### src/rtl/exec_stage_pkg.sv
// exec_stage_pkg: default widths, flag register type and buffered entry type for exec_result_stage (entry gains a parity bit under EXEC_RESULT_PARITY_EN)
package exec_stage_pkg;
  localparam int WIDTH_DEF = 64;
  localparam int RD_BITS_DEF = 5;
  typedef struct packed {
    logic n;
    logic z;
    logic c;
    logic v;
  } flags_t;
  typedef struct packed {
    logic [WIDTH_DEF-1:0] result;
    logic [RD_BITS_DEF-1:0] rd;
    logic reg_write;
`ifdef EXEC_RESULT_PARITY_EN
    logic parity;
`endif
  } result_entry_t;
endpackage

### src/rtl/flag_calc.sv
// flag_calc: combinational N/Z/C/V candidate from result (WIDTH), carry and overflow inputs; flags output
module flag_calc
  import exec_stage_pkg::*;
#(
  parameter int WIDTH = WIDTH_DEF
) (
  input  logic [WIDTH-1:0] result,
  input  logic             carry,
  input  logic             overflow,
  output flags_t           flags
);
  always_comb begin
    flags.n = result[WIDTH-1];
    flags.z = result == '0;
    flags.c = carry;
    flags.v = overflow;
  end
endmodule

### src/rtl/exec_result_stage.sv
// exec_result_stage: 2-entry skid FIFO between ALU and writeback with NZCV flag register; ports clk, reset (sync active-low), flush, in_* valid/ready/result/carry/overflow/set_flags/rd/reg_write, out_* valid/ready/result/rd/reg_write, flag_n/z/c/v, out_parity when EXEC_RESULT_PARITY_EN is defined
module exec_result_stage
  import exec_stage_pkg::*;
#(
  parameter int WIDTH = WIDTH_DEF,
  parameter int RD_BITS = RD_BITS_DEF
) (
  input  logic               clk,
  input  logic               reset,
  input  logic               flush,
  input  logic               in_valid,
  output logic               in_ready,
  input  logic [WIDTH-1:0]   in_result,
  input  logic               in_carry,
  input  logic               in_overflow,
  input  logic               in_set_flags,
  input  logic [RD_BITS-1:0] in_rd,
  input  logic               in_reg_write,
  output logic               out_valid,
  input  logic               out_ready,
  output logic [WIDTH-1:0]   out_result,
  output logic [RD_BITS-1:0] out_rd,
  output logic               out_reg_write,
`ifdef EXEC_RESULT_PARITY_EN
  output logic               out_parity,
`endif
  output logic               flag_n,
  output logic               flag_z,
  output logic               flag_c,
  output logic               flag_v
);
  result_entry_t mem_q [2];
  result_entry_t mem_d [2];
  result_entry_t in_entry, head;
  logic [1:0] count_q, count_d;
  logic wr_q, wr_d, rd_q, rd_d, push, pop;
  flags_t flags_q, flags_d, flags_new;
  flag_calc #(.WIDTH(WIDTH)) u_flag_calc (
    .result(in_result),
    .carry(in_carry),
    .overflow(in_overflow),
    .flags(flags_new)
  );
  always_comb begin
    in_entry = '0;
    in_entry.result = WIDTH_DEF'(in_result);
    in_entry.rd = RD_BITS_DEF'(in_rd);
    in_entry.reg_write = in_reg_write;
`ifdef EXEC_RESULT_PARITY_EN
    in_entry.parity = ^in_result;
`endif
    in_ready = reset && count_q != 2'd2;
    out_valid = count_q != 2'd0;
    push = in_valid && in_ready && !flush;
    pop = out_valid && out_ready && !flush;
    head = out_valid ? mem_q[rd_q] : '0;
    mem_d[0] = push && !wr_q ? in_entry : mem_q[0];
    mem_d[1] = push && wr_q ? in_entry : mem_q[1];
    wr_d = flush ? 1'b0 : wr_q ^ push;
    rd_d = flush ? 1'b0 : rd_q ^ pop;
    count_d = flush ? 2'd0 : count_q + {1'b0, push} - {1'b0, pop};
    flags_d = push && in_set_flags ? flags_new : flags_q;
  end
  always_ff @(posedge clk) begin
    mem_q <= mem_d;
    if (!reset) begin
      count_q <= 2'd0;
      wr_q <= 1'b0;
      rd_q <= 1'b0;
      flags_q <= '0;
    end else begin
      count_q <= count_d;
      wr_q <= wr_d;
      rd_q <= rd_d;
      flags_q <= flags_d;
    end
  end
  assign out_result = WIDTH'(head.result);
  assign out_rd = RD_BITS'(head.rd);
  assign out_reg_write = head.reg_write;
`ifdef EXEC_RESULT_PARITY_EN
  assign out_parity = head.parity;
`endif
  assign flag_n = flags_q.n;
  assign flag_z = flags_q.z;
  assign flag_c = flags_q.c;
  assign flag_v = flags_q.v;
endmodule

### config.mk
export PLATFORM = sky130hd
export DESIGN_NAME = exec_result_stage
export DESIGN_NICKNAME = d
export VERILOG_FILES = /design/src/rtl/exec_stage_pkg.sv /design/src/rtl/flag_calc.sv /design/src/rtl/exec_result_stage.sv
export SDC_FILE = /design/constraint.sdc
export NUM_CORES = 1
export LEC_CHECK = 0
export CORE_UTILIZATION = 48
export CTS_BUF_LIST = sky130_fd_sc_hd__clkbuf_8 sky130_fd_sc_hd__clkbuf_16
export DETAILED_ROUTE_END_ITERATION = 10
export PLACE_DENSITY = 0.89
export REMOVE_ABC_BUFFERS = 1
export SLEW_MARGIN = 20
export SYNTH_ARGS = -nofsm -noshare
export SYNTH_HDL_FRONTEND = slang
export SYNTH_SLANG_ARGS = --single-unit
export TNS_END_PERCENT = 20
### constraint.sdc
create_clock -name clk -period 3.44 [get_ports clk]
set_input_delay 0.516 -clock clk [delete_from_list [all_inputs] [get_ports clk]]
set_output_delay 0.516 -clock clk [all_outputs]
set_load 0.05 [all_outputs]
# After elaboration in Yosys (flattened, before gate mapping)
# Index checks and enable logic that the tools add are counted.
# Widths: inputs -> output; s select.
[word_totals]
reg_bits = 148
latch_bits = 0
ram_bits = 0
romBits = 0
inputBits = 78
output_inout_bits = 76
n_memories = 0
[op_classes]
addsub = 2
n_mul = 0
div = 0
order_cmp = 1
n_eq_ne = 1
shifts = 0
muxes = 4
n_bitwise = 4
reduce_logical = 13
[op_table]
columns = ["op", "n"]
rows = [
  ["$mux 70", 4],
  ["$logic_not 64->1", 1],
  ["$logic_and 1x1->1", 8],
  ["$add 2x1->2", 1],
  ["$ge 2x2->1 const B", 1],
  ["$logic_not 1->1", 2],
  ["$ne 2x2->1 const B", 1],
  ["$not 1->2", 1],
  ["$reduce_bool 2->1", 1],
  ["$reduce_or 2->1", 1],
  ["$sub 2x1->2", 1],
  ["$xor 1x1->1", 2],
  ["$not 1->1", 1],
]

# Logic depth before layout (Yosys ltp)
# Gate-level depths: netlist of the first run.
[logic_depth]
depth_word = 6
mapped_depth = 7
mapped_depth_nobuf = 6

# Modules after synthesis
# A second synthesis of the first run with hierarchy kept.
[hier_totals]
cells_unflattened = 364
area_unflattened_um2 = 5828.1
[modules_own_cells]
columns = ["module", "n_inst", "cells_per_inst", "area_per_inst_um2"]
rows = [
  ["exec_result_stage", 1, 340, 5661.7],
  ["flag_calc", 1, 24, 166.4],
]

# Worst setup path before layout of the first run
# Ideal clock, no wire load.
[synth_path]
kind = "in2reg"
startpoint = "input reset"
endpoint = "register mem_q[100] (netlist name), enable pin"
setup_time_ns = 0.436
arrival_ns = 2.638
required_time_ns = 3.004
setup_slack_ns = 0.366
cell_stages = 4
path_buffers = 1
cell_sequence = "buf_4 -> nor2b_1 -> and3_1 -> ha_1"
[synth_via]
elab_chain_len = 4
[synth_lines]
columns = ["item", "line", "source"]
rows = [
  ["start, declared", "exec_result_stage.sv:9", "input logic reset,"],
  ["$logic_and 1x1->1", "exec_result_stage.sv:52", "in_ready = reset && count_q != 2'd2;"],
  ["$logic_and 1x1->1 (2 in series)", "exec_result_stage.sv:54", "push = in_valid && in_ready && !flush;"],
  ["$logic_and 1x1->1", "exec_result_stage.sv:57", "mem_d[0] = push && !wr_q ? in_entry : mem_q[0];"],
  ["end signal, assigned", "exec_result_stage.sv:65", "mem_q <= mem_d;"],
  ["end, declared", "exec_result_stage.sv:32", "result_entry_t mem_q [2];"],
]
# No other way between the ends.
# A chain may end at the register's enable or synchronous reset.

# Worst setup path in the final report of the first run
[layout_path]
startpoint = "register rd_q"
endpoint = "output out_result[17]"
[layout_via]
elab_chain_len = 5
[layout_lines]
columns = ["item", "line", "source"]
rows = [
  ["start, declared", "exec_result_stage.sv:36", "logic wr_q, wr_d, rd_q, rd_d, push, pop;"],
  ["start signal, assigned", "exec_result_stage.sv:74", "rd_q <= rd_d;"],
  ["$not 1->2 (implied by the code)", "exec_result_stage.sv:56", "head = out_valid ? mem_q[rd_q] : '0;"],
  ["$mux 70 (implied by the code) (3 in series)", "exec_result_stage.sv:56", ""],
  ["$mux 70", "exec_result_stage.sv:56", ""],
  ["end, declared", "exec_result_stage.sv:21", "output logic [WIDTH-1:0] out_result,"],
]
# No other way between the ends. The select of a mux whose other input is x is not followed.

==> impl_results.md, run 1 <==
- Post-route setup slack: 0.4557 ns
- Multiplexer area fraction after synthesis: about an eighth
- Hold Slack: 0.5005 ns
- Clk Tree Root Cell: clkbuf_16
- Clk sinks: between 100 and 150
- Worst path cell trace: buf_4, mux2i_1, nor2_1, clkdlybuf4s50_1
- Placed cells: 652
- Post-Syn Instances: between 300 and 400
- Gates resized, CTS repair: 0
- Arr. time, crit path: ~2.5 ns
- Critical path class: reg -> out
- F_max: 335.1 MHz
- Post-Synth Simple-Gate Area: under 10%
- Clock period minus worst slack: 2.984 ns
- Die H: 111.9 um
- Status: complete, but fails checks
- CP Capture Type: output port
- Final Max Slew Viols: 0
- Sequential element share of the synthesized area: 75.29%
- Die width: 111.9 um
- DP Wirelength: about 8400 um
- CP Max Fanout: 25
- I/O pin cnt: around 150
- DR iter-0 viols: around 180
- Worst path slowest cell: clkdlybuf4s50_1
- Setup TNS: 0 ns
- Synth top cells by count: edfxtp_1, nor2_1, mux2i_1, nor4_1
- Final instance area: a little over 0.008 mm2
- Reg clk slew, reported paths: ~0.060 ns
- Share of cells above drive strength 1: 8.318%
- Number of routed nets with antenna violations: 0
- RePlAce Congestion: 0.7538
- Initial Util: 49.91%
- Rows: 39
- Xor-xnor portion of the synthesized cell area: 0.3022%
- Worst-skew pair later-pin latency: 0.41 ns
- Top FF cell, synth: edfxtp_1
- Placed inst area: 0.007566 mm2
- Synth area leader: edfxtp_1
- H-tree depth: 4
- MaxCap Viol Count: 0
- Hold crit path type: reg -> reg
- Vias per std cell: 5.270
- Layout Skew: 0.005066 ns
- Final wirelength: about 12000 um
- Hold_buf cts: 0
- Leak: 2.596 nW
- Buf/Inv on CP: 2
- Final setup vio count: 0
- IO Port Bufs: 153
- Via count: approximately 3600
- Number of global-route vias before repair: 3785
- Slew margin rel.: 64.28%
- Area Growth Syn to Fin: 41.07%
- First-pass GRT wire length: 18750 um
- Place WS: around 0.74 ns
- Detailed Routing Iterations Pass 1: 8
- Max rail drop VDD: 355.4 uV
- Final Non-Filler Cells: 684
- Biggest cell delay along the critical path: 0.83 ns
- Cell family with most CP delay: buffers and inverters
- Pwr Density: 506.0 mW/mm2
- Area contributors post-synth: edfxtp_1, mux2i_1, nor2_1
- Post-synthesis cell area: 0.005797 mm2
- Post-synthesis compound-gate area fraction: 0.6907%
- ANT cells: 0
- Netlist cell types: 30
- TritonCTS clock tree: done
- Antenna violations before repair: 0
- Synth top area share: between 70 and 80%
- # DRC: 10
- Largest net degree at the start of global routing: 42
- Failing checks: design-rule violations
- Total CTS buffers: 17
- CORE AREA: 0.01161 mm2
- All-Layer GR Usage: 20.24%
- Period utilization: between 80% and 90%
- Worst Path Required: about 3 ns
- Gr ovfl total: 0
- FF+latch count, synth: about 150
- Crit path launch type: flop
- Fraction of registers with async set/reset: 0%
- Post-synth EDFFs: 140
- Final-stage net count: 608
- Post-detailed-route wirelength per cell: 17.40 um
- Adder-cell share of the synthesized area: 0.4317%
- Longest Clk Path Bufs: 2
- Count leader, synth: edfxtp_1
- Postcts setup bufs: 0
- Die area: 0.01252 mm2
- Syn_area_per_cell: roughly 16 um2
- Main combinational cell family by area after synthesis: multiplexers
- Filler cells: 766
- Worst Max-Slew Pin Slew: 0.5341 ns
- Synth warn: 0
- RSZ-0062 raised after global routing: false
- Hold Vio Cnt, Final: 0
per-stage QoR:
| step | utilization (%) | power [mW] |
|---|---|---|
| finish | 70.42 | 4.138 |
| global route | 70.42 | 4.256 |
| CTS | 70.42 | 4.161 |
| detailed placement | 65.15 | 2.304 |
| global placement | 65.15 | 2.295 |
| floorplan | - | 2.144 |
sequential cells by signal, indices dropped and copies added (netlist names):
name	count
count_q	2
flag_c	1
flag_n	1
flag_v	1
flag_z	1
mem_q	140
rd_q	1
wr_q	1
placed cells by master, fill, tap and decap left out, types with 2 or more instances in the layout:
cell type / n
nor2_1: 76
clkdlybuf4s50_1: 153
inv_6: 2
bufinv_16: 4
dfxtp_1: 7
inv_1: 4
clkbuf_16: 17
clkinv_1: 3
mux2i_1: 73
edfxtp_1: 140
nor4_1: 14
xor2_1: 2
nand4_1: 3
nor2b_1: 4
buf_4: 6
buf_12: 3
clkinv_2: 2
and2_1: 2
nand2_1: 3
clkinvlp_4: 2
final timing paths:
| check | startpoint | endpoint | slack, ns | cells past startpoint |
|---|---|---|---|---|
| max | rd_q$_SDFF_PP0_ | out_result[17] | 0.46 | 4 |
| min reg2reg | flag_z$_SDFFE_PN0P_ | flag_z$_SDFFE_PN0P_ | 0.50 | 2 |
| min | flag_z$_SDFFE_PN0P_ | flag_z$_SDFFE_PN0P_ | 0.50 | 2 |
| max reg2reg | count_q[0]$_SDFF_PP0_ | mem_q[19]$_DFFE_PP_ | 1.45 | 4 |
kinds of logic (layout without fill, tap and decap cells):
group | after synthesis | in the layout
flops | 148 | 148
simple gates | 114 | 114
mux | 73 | 73
buf+inv | 19 | 197
compound gates | 5 | 5
fa+ha+maj | 2 | 2
xor+xnor | 2 | 2
report_power, final:
part	total (mW)	internal, mW	switching [mW]
Clock	1.87	1.20	0.667
Sequential	2.01	2.00	0.00816
Combinational	0.254	0.123	0.131
metal layers:
layer  track usage [%]  part of all wire [%]  up-vias
li1                  -                     -     1701
met3             5.879                   7.2       19
met4             8.468                   1.7        0
met2             34.20                    51      153
met5                 0                     0        -
met1             24.32                    40     1732
area by class of cell:
class / instances / area (um2) / area share, %
clock buffer: 17 / 425.4 / 5.202
clock inverter: 15 / 186.4 / 2.280
multi-input combinational: 196 / 1371 / 16.77
timing repair buffer: 162 / 1637 / 20.01
sequential: 148 / 4368 / 53.41
tap: 143 / 178.9 / 2.188
inverter: 3 / 11.26 / 0.1377
worst min-delay path: cells and delay by family (launching register included):
kind	cells	cell delay, ns
AND/OR/NAND/NOR	1	0.06
flip-flops	1	0.32
AO/OA/AOI/OAI	1	0.07
No activity file was read; power rests on OpenSTA's default activity.
==> run 2, diff against run 1 <==
- CORE_UTILIZATION: 48 -> 25
- PLACE_DENSITY: 0.89 -> 0.57
==> run 2 against run 1 <==
  * Largest power group unchanged
  * Utilization fell by 34 points
  * First-iteration DRC count is 30% lower
  * The flow now finishes without violations
  * Die area increased by 90%
  * Power up 0.32%
  * Via count decreased by 1.5%
==> impl_results.md, run 2 (synthesis results as in run 1) <==
- Status: complete, no violations
- Postcts setup bufs: 0
- Reg with most FFs: mem_q
- H-tree depth: 4
- ANT cells: 0
- RSZ-0062 raised after global routing: false
- Final Max Slew Viols: 0
- Number of routed nets with antenna violations: 0
- I/O pin cnt: 154
- Total power draw: 4.151 mW
- Initial Util: 25.53%
- Worst R2R Setup Slack: 1.30 ns
- Clk sinks: about 150
- Worst path slowest cell: clkdlybuf4s50_1
- First-pass GRT wire length: 20080 um
- R2r startpoint: count_q[0]$_SDFF_PP0_
- Worst Max-Slew Pin Slew: 0.8095 ns
- CP Capture Type: output port
- Period utilization: 91.43%
- Largest register FFs: 140
- Via count: 3552
- Placed inst area: roughly 0.0077 mm2
- Detailed Routing Iterations Pass 1: 4
- Leak: 2.578 nW
- Worst-skew pair later-pin latency: 0.41 ns
- Die area: 0.02380 mm2
- Clk Tree Root Cell: clkbuf_16
- DR iter-0 viols: 129
- Final-stage net count: around 610
- Biggest cell delay along the critical path: 0.72 ns
- IO Port Bufs: 153
- Rows: 55
- Most frequent cells in the layout: clkdlybuf4s50_1, edfxtp_1, nor2_1
- Crit path from: count_q[0]$_SDFF_PP0_
- Most common cell after layout, fill and taps aside: clkdlybuf4s50_1
- Crit path launch type: flop
- CORE AREA: between 0.02 and 0.025 mm2
- Die width: 154.3 um
- Antenna violations before repair: 0
- Max rail drop VDD: 300.8 uV
- Crit path to: out_valid
- Hold Slack: 0.4940 ns
- Final instance area: 0.008348 mm2
- Longest Clk Path Bufs: 2
- Setup TNS: 0 ns
- Clock period minus worst slack: roughly 3.1 ns
- All-Layer GR Usage: around 11%
- Critical path class: reg -> out
- Die H: 154.3 um
- Final wirelength: 13200 um
- Gr ovfl total: 0
- Post-detailed-route wirelength per cell: roughly 16 um
- Vias per std cell: 4.300
- F_max: 318.0 MHz
- R2R depth: 4
- Worst path cell trace: nor2_4, buf_4, inv_1, clkdlybuf4s50_1
- Number of global-route vias before repair: 3844
- Share of cells above drive strength 1: 8.688%
- TritonCTS clock tree: done
- RePlAce Congestion: 0.7478
- # DRC: 0
- Hold Vio Cnt, Final: 0
- Slew margin rel.: between 40% and 50%
- CP Max Fanout: 40
- Worst flop-to-flop path endpoint: mem_q[2]$_DFFE_PP_
- DP Wirelength: 8895 um
- Final Non-Filler Cells: 826
- Area Growth Syn to Fin: 44.01%
- Pwr Density: 497.2 mW/mm2
- MaxCap Viol Count: 0
- Hold crit path type: reg -> reg
- Layout Skew: 0.007546 ns
- Largest regs: mem_q: 140 flops, count_q: 2 flops
- Gates resized, CTS repair: 0
- Worst Path Required: ~3 ns
- Final setup vio count: 0
- Hold_buf cts: 0
- Arr. time, crit path: 2.63 ns
- Total CTS buffers: 17
- Reg clk slew, reported paths: 0.06 ns
- Placed cells: 793
- Largest net degree at the start of global routing: between 40 and 50
- Hold_sp: flag_z$_SDFFE_PN0P_
-- run 2: cell type report --
class	instances	area [um2]
clock inverters	15	180.2
inverters	3	11.26
well taps	285	356.6
repair buffers	161	1629
clock buffers	17	425.4
flip-flops and latches	148	4368
fillers	2162	14360
multi-input cells	197	1378
-- run 2: worst min path at each step --
stage / endpoint / cells past startpoint
3_5_place_dp: flag_z$_SDFFE_PN0P_ / 2
2_1_floorplan: wr_q$_SDFF_PP0_ / 3
5_1_grt: flag_z$_SDFFE_PN0P_ / 2
6_report: flag_z$_SDFFE_PN0P_ / 2
3_3_place_gp: flag_z$_SDFFE_PN0P_ / 2
4_1_cts: flag_z$_SDFFE_PN0P_ / 2
-- run 2: stage by stage --
step | utilization (%) | setup WS [ns]
detailed placement | 34.07 | 0.5376
finish | 36.76 | 0.2949
global placement | 34.07 | 0.5186
CTS | 36.73 | 0.06546
floorplan | - | -0.6315
global route | 36.76 | 0.1170
-- run 2: power breakdown --
group | switching (mW) | internal [mW]
clock | 0.738 | 1.15
combinational | 0.134 | 0.124
sequential | 0.00822 | 2.00
-- run 2: critical path: cells and delay by family (launching register included) --
kind | cells | cell delay (ns)
buffers and inverters | 3 | 1.29
AND/OR/NAND/NOR | 1 | 0.45
flip-flops | 1 | 0.43
-- run 2: layer usage --
layer,vias to the layer above,GRT usage [%],share of wire [%]
met5,-,0,0
met4,0,3.866,1.4
met3,13,3.558,5.2
met2,116,18.83,49
met1,1722,13.58,45
li1,1701,-,-
==> run 3, diff against run 2 <==
- ABC_CLOCK_PERIOD_IN_PS: not set -> 3440
==> results of run 3 <==
Same layout as run 2: the final DEF is identical, and so are final timing and power.
